[src/rtl/led_pkg.sv]
// LED controller shared definitions.
// Register map and per-LED mode encodings.
package led_pkg;

  localparam logic [1:0] ADDR_DATA   = 2'd0;
  localparam logic [1:0] ADDR_MODE   = 2'd1;
  localparam logic [1:0] ADDR_PERIOD = 2'd2;
  localparam logic [1:0] ADDR_DUTY   = 2'd3;

  localparam logic MODE_STATIC = 1'b0;
  localparam logic MODE_BLINK  = 1'b1;

endpackage

[src/rtl/led_timebase.sv]
// LED timebase: blink prescaler with phase
// and a free-running brightness PWM counter.
module led_timebase #(
  parameter int PRESC_W = 24,
  parameter int PWM_W   = 8
) (
  input  logic               clk,
  input  logic               reset,
  input  logic [PRESC_W-1:0] period_i,
  input  logic               period_we_i,
  input  logic [PWM_W-1:0]   duty_i,
  output logic               phase_o,
  output logic               pwm_on_o
);

  localparam logic [PRESC_W-1:0] P_ONE = PRESC_W'(1);
  localparam logic [PWM_W-1:0]   W_ONE = PWM_W'(1);

  logic [PRESC_W-1:0] blink_cnt_q, blink_cnt_d;
  logic               phase_q, phase_d;
  logic [PWM_W-1:0]   pwm_cnt_q, pwm_cnt_d;

  // Next blink count/phase; a PERIOD write restarts
  // the half-period and beats a coincident wrap.
  always_comb begin
    blink_cnt_d = blink_cnt_q;
    phase_d     = phase_q;
    pwm_cnt_d   = pwm_cnt_q + W_ONE;
    if (period_we_i) begin
      blink_cnt_d = '0;
    end else if (period_i == '0) begin
      blink_cnt_d = '0;
    end else if (blink_cnt_q == period_i - P_ONE) begin
      blink_cnt_d = '0;
      phase_d     = ~phase_q;
    end else begin
      blink_cnt_d = blink_cnt_q + P_ONE;
    end
  end

  // Timebase state; reset restarts both counters.
  always_ff @(posedge clk) begin
    if (reset) begin
      blink_cnt_q <= '0;
      phase_q     <= 1'b0;
      pwm_cnt_q   <= '0;
    end else begin
      blink_cnt_q <= blink_cnt_d;
      phase_q     <= phase_d;
      pwm_cnt_q   <= pwm_cnt_d;
    end
  end

  assign phase_o  = phase_q;
  // Full-scale duty is treated as always on.
  assign pwm_on_o = (&duty_i) | (pwm_cnt_q < duty_i);

endmodule

[src/rtl/led_ctrl.sv]
// LED controller: register file, read mux
// and registered LED drive.
module led_ctrl
  import led_pkg::*;
#(
  parameter int NUM_LED = 32,
  parameter int PRESC_W = 24,
  parameter int PWM_W   = 8
) (
  input  logic               clk,
  input  logic               reset,
  input  logic               we,
  input  logic [1:0]         addr,
  input  logic [31:0]        in,
  output logic [31:0]        out,
  output logic [NUM_LED-1:0] led_light
);

  logic [NUM_LED-1:0] data_q, data_d;
  logic [NUM_LED-1:0] mode_q, mode_d;
  logic [PRESC_W-1:0] period_q, period_d;
  logic [PWM_W-1:0]   duty_q, duty_d;
  logic [NUM_LED-1:0] led_q, led_d;
  logic               period_we;
  logic               phase;
  logic               pwm_on;

  assign period_we = we && (addr == ADDR_PERIOD);

  // Register writes; bits above each width drop.
  always_comb begin
    data_d   = data_q;
    mode_d   = mode_q;
    period_d = period_q;
    duty_d   = duty_q;
    if (we) begin
      unique case (addr)
        ADDR_DATA:   data_d   = in[NUM_LED-1:0];
        ADDR_MODE:   mode_d   = in[NUM_LED-1:0];
        ADDR_PERIOD: period_d = in[PRESC_W-1:0];
        ADDR_DUTY:   duty_d   = in[PWM_W-1:0];
        default:     ;
      endcase
    end
  end

  // Next LED drive: static LEDs ignore the phase.
  always_comb begin
    for (int i = 0; i < NUM_LED; i++) begin
      led_d[i] = data_q[i] & pwm_on &
        ((mode_q[i] == MODE_BLINK) ? phase : 1'b1);
    end
  end

  // Register state; reset wins over a write.
  always_ff @(posedge clk) begin
    if (reset) begin
      data_q   <= '0;
      mode_q   <= '0;
      period_q <= '0;
      duty_q   <= '1;
      led_q    <= '0;
    end else begin
      data_q   <= data_d;
      mode_q   <= mode_d;
      period_q <= period_d;
      duty_q   <= duty_d;
      led_q    <= led_d;
    end
  end

  // Read mux, zero-extended to the bus width.
  always_comb begin
    out = '0;
    unique case (addr)
      ADDR_DATA:   out = 32'(data_q);
      ADDR_MODE:   out = 32'(mode_q);
      ADDR_PERIOD: out = 32'(period_q);
      ADDR_DUTY:   out = 32'(duty_q);
      default:     out = '0;
    endcase
  end

  assign led_light = led_q;

  led_timebase #(
    .PRESC_W (PRESC_W),
    .PWM_W   (PWM_W)
  ) u_tb (
    .clk         (clk),
    .reset       (reset),
    .period_i    (period_q),
    .period_we_i (period_we),
    .duty_i      (duty_q),
    .phase_o     (phase),
    .pwm_on_o    (pwm_on)
  );

endmodule

[config.mk]
export PLATFORM = sky130hd
export DESIGN_NAME = led_ctrl
export DESIGN_NICKNAME = d
export VERILOG_FILES = /design/src/rtl/led_pkg.sv /design/src/rtl/led_timebase.sv /design/src/rtl/led_ctrl.sv
export SDC_FILE = /design/constraint.sdc
export NUM_CORES = 1
export LEC_CHECK = 0
export ABC_CLOCK_PERIOD_IN_PS = 4000
export BUFFER_PORTS_ARGS = -buffer_cell sky130_fd_sc_hd__buf_2
export CORE_UTILIZATION = 45
export CTS_CLUSTER_DIAMETER = 80
export DETAILED_ROUTE_END_ITERATION = 8
export PLACE_DENSITY_LB_ADDON = 0.25
export SYNTH_ARGS = -nofsm -noshare
export SYNTH_HDL_FRONTEND = slang
export SYNTH_SLANG_ARGS = --single-unit
[constraint.sdc]
create_clock -name clk -period 4 [get_ports clk]
set_input_delay 0.4 -clock clk [delete_from_list [all_inputs] [get_ports clk]]
set_output_delay 0.4 -clock clk [all_outputs]
set_load 0.01 [all_outputs]
==> results.py <==
metrics = {
    "yosys": {
        "ys_seq_elements": 161,
        "synthCells": 945,
        "synth_edf_count": 0,
        "ys_types": 57,
        "ys_async_sr_fraction_pct": 0,
        "ys.flop_type": "dfxtp_1",
        "ys_warn_count": 0,
        "synth.avg_cell_area_sq_um": 8.10,
        "syn_area_sq_um": 7660,
        "synth_nets": 993,
        "ys_seq_area_share_pct": 42.1,
    },
    "pwr": {
        "switchingPower_mw": 0.959,
        "pwr-share-clk_pct": 42.3,
        "p_sw_share_pct": 26.1,
        "p_int_mw": 2.71,
        "powerDensity_nw_per_um2": 416,
        "leakage_nw": 3.53,
        "combPwrFrac_pct": 11.5,
        "seqPwrFrac_pct": 46.2,
        "ir_worst_vdd_uv": 289,
    },
    "sta": {
        "fin_skew_ns": 0.00870,
        "fin_crit_ns": 3.47,
        "worst_slew_margin_rel_pct": 22.6,
        "tns_ns": 0,
        "hold_violations": 0,
        "fin_crit_sh_pct": 86.8,
        "slew_violations": 0,
        "grt_setup_unrepaired": "false",
        "setup-violations-final": 0,
        "worstMarginPinSlew_ns": 1.16,
        "fmaxAchievable_ghz": 0.288,
    },
    "worst_setup_path": {
        "endpoint": "u_tb.blink_cnt_q[14]",
        "cp-startpoint": "period_q[0]",
        "cp-end-kind": "register",
        "worstPathMaxFanout": 24,
        "r2r_setup_slack_ns": 0.53,
        "r2r-end": "u_tb.blink_cnt_q[14]",
        "cp.required_ns": 4.27,
        "reg2reg_from": "period_q[0]",
        "rr_worst_depth": 10,
        "worst_ep_arrival_time_ns": 3.74,
        "path_class": "reg -> reg",
        "critPathLaunchType": "register",
    },
    "routing": {
        "antenna_left": 0,
        "vias": 6705,
        "drtPass1Iterations": 5,
        "wirelength_mm": 20.8,
        "vias_per_cell": 5.40,
        "wl_per_cell_um": 16.7,
        "drtIter0Drc": 542,
        "drc": 0,
    },
    "clocking": {
        "clock_latency_ns": 0.43,
        "cts_tree": "done",
        "htree_levels": 4,
        "hold_buffers": 0,
        "cts_buffers": 17,
        "cts_setup_buffers": 0,
        "path_clk_slew_ns": 0.06,
        "clockBufferDepth": 2,
        "cts_resized": 0,
        "root_buffer": "clkbuf_16",
        "cts.sinks": 161,
    },
    "final_layout": {
        "register_area_sq_um": 3220,
        "multi_input_area_sq_um": 4110,
        "syn_to_final_growth_pct": 15.2,
        "final_common_cell": "nand2_1",
        "final_cell_mix": "nand2_1 (205), dfxtp_1 (161), a21oi_1 (122)",
        "final_core_util_pct": 53.2,
        "insertedDiodeCount": 0,
        "n_fill_cell": 1608,
        "drive_gt1_share_pct": 16.4,
        "fin_nets": 1057,
    },
    "floorplan": {
        "rows": 47,
        "die_y_um": 132,
        "die_w_um": 132,
        "boundaryPins": 101,
        "fp.dieArea_sq_um": 17500,
        "initial_utilization_pct": 46.2,
        "core_area_sq_um": 16600,
    },
    "global_route": {
        "grt_pass1_vias": 6427,
        "antenna_found_initial": 0,
        "grt_overflow_total": 0,
        "grt_max_degree": 64,
        "grt_pass1_wl_mm": 33.6,
        "grt_usage_pct": 24.4,
    },
    "placed_design": {
        "io_buffers": 100,
        "gp_congestion": 0.904,
        "hpwl_mm": 14.1,
    },
    "job": {
        "maxCapViolations": 0,
    },
    "worst_hold_path": {
        "min_path_type": "in -> reg",
    },
    "outcome": {
        "status": "completed",
    },
}
==> critical path: stages (launching register included) <==
cell       delay [ns]
dfxtp_1          0.38
inv_1            0.11
ha_1             0.26
or4b_4           0.48
or3_1            0.37
a2111oi_2        0.44
nand3b_1         0.12
or4b_4           0.54
nor4b_4          0.22
buf_4            0.31
nor3_1           0.09
==> worst min-delay path by stage <==
stage	start	end	slack [ns]	depth (start not counted)
global route	in[24]	data_q[24]	0.21	3
detailed placement	u_tb.pwm_cnt_q[0]	u_tb.pwm_cnt_q[0]	0.45	1
finish	in[24]	data_q[24]	0.22	3
floorplan	u_tb.pwm_cnt_q[0]	u_tb.pwm_cnt_q[0]	0.42	1
CTS	in[24]	data_q[24]	0.21	3
global placement	u_tb.pwm_cnt_q[0]	u_tb.pwm_cnt_q[0]	0.44	1
==> metrics by stage <==
stage | setup slack [ns] | instance area, sq um | instances | hold slack [ns] | total power, mW
floorplan | 0.592 | 7660 | 945 | 0.421 | 2.01
global placement | 0.611 | 8270 | 1210 | 0.440 | 2.15
detailed placement | 0.541 | 8270 | 1210 | 0.449 | 2.15
CTS | 0.541 | 8820 | 1241 | 0.206 | 3.69
global route | 0.325 | 8820 | 1241 | 0.210 | 3.80
finish | 0.527 | 8820 | 1241 | 0.218 | 3.67
==> per-layer routing <==
metal | GRT usage [%] | vias to the layer above | wire length, um
met4 | 8.56 | 0 | 382
li1 | - | 3359 | -
met5 | 0 | - | 0
met3 | 5.02 | 27 | 1030
met2 | 38.0 | 181 | 9420
met1 | 33.4 | 3138 | 9950
==> cell usage after synthesis (6+ instances only) <==
cell	number	share of area [%]
a211o_1	8	0.91
a21oi_1	122	8.0
and3_1	12	0.98
clkbuf_1	61	3.0
dfxtp_1	161	42
ha_1	11	1.8
inv_1	14	0.69
mux2i_1	25	3.3
mux4_2	7	2.1
nand2_1	205	10
nand2b_1	33	2.7
nand3_1	53	3.5
nand4_1	9	0.74
nor2_1	37	1.8
nor3_1	32	2.1
nor4_1	6	0.49
o21ai_0	20	1.3
xnor2_1	34	3.9
xor2_1	26	3.0
==> sequential cells by signal, summed over array words and instances, names as in the netlist <==
name and flops:
duty_q 8, led_light 32, u_tb.phase_o 1, mode_q 32
period_q 24, data_q 32, u_tb.blink_cnt_q 24, u_tb.pwm_cnt_q 8
==> power groups by stage <==
stage,Sequential [mW],Clock [mW],Combinational (mW)
3_3_place_gp,1.73,0,0.422
2_1_floorplan,1.72,0,0.295
4_1_cts,1.70,1.57,0.422
5_1_grt,1.70,1.63,0.466
3_5_place_dp,1.73,0,0.420
6_report,1.70,1.55,0.422
==> kinds of logic (layout without fill, tap and decap cells) <==
| family | count (synthesis) | in the layout | share of synthesized area, % |
|---|---|---|---|
| xor gates and xnor gates | 60 | 60 | 6.86 |
| DFF | 161 | 161 | 42.1 |
| AOI/OAI and AO/OA | 176 | 176 | 13.0 |
| and+or+nand+nor | 420 | 420 | 26.0 |
| adders and majority gates | 11 | 11 | 1.80 |
| muxes | 34 | 34 | 5.82 |
| buffers and inverters | 83 | 159 | 4.41 |
==> cell type report <==
| cell class | instances | area share, % |
|---|---|---|
| Multi-Input combinational cell | 701 | 46.6 |
| Sequential cell | 161 | 36.5 |
| Timing Repair Buffer | 114 | 6.89 |
| Clock buffer | 21 | 5.33 |
| Tap cell | 220 | 3.12 |
| Clock inverter | 10 | 0.978 |
| Inverter | 14 | 0.596 |
(Power assumes the default switching activity.)
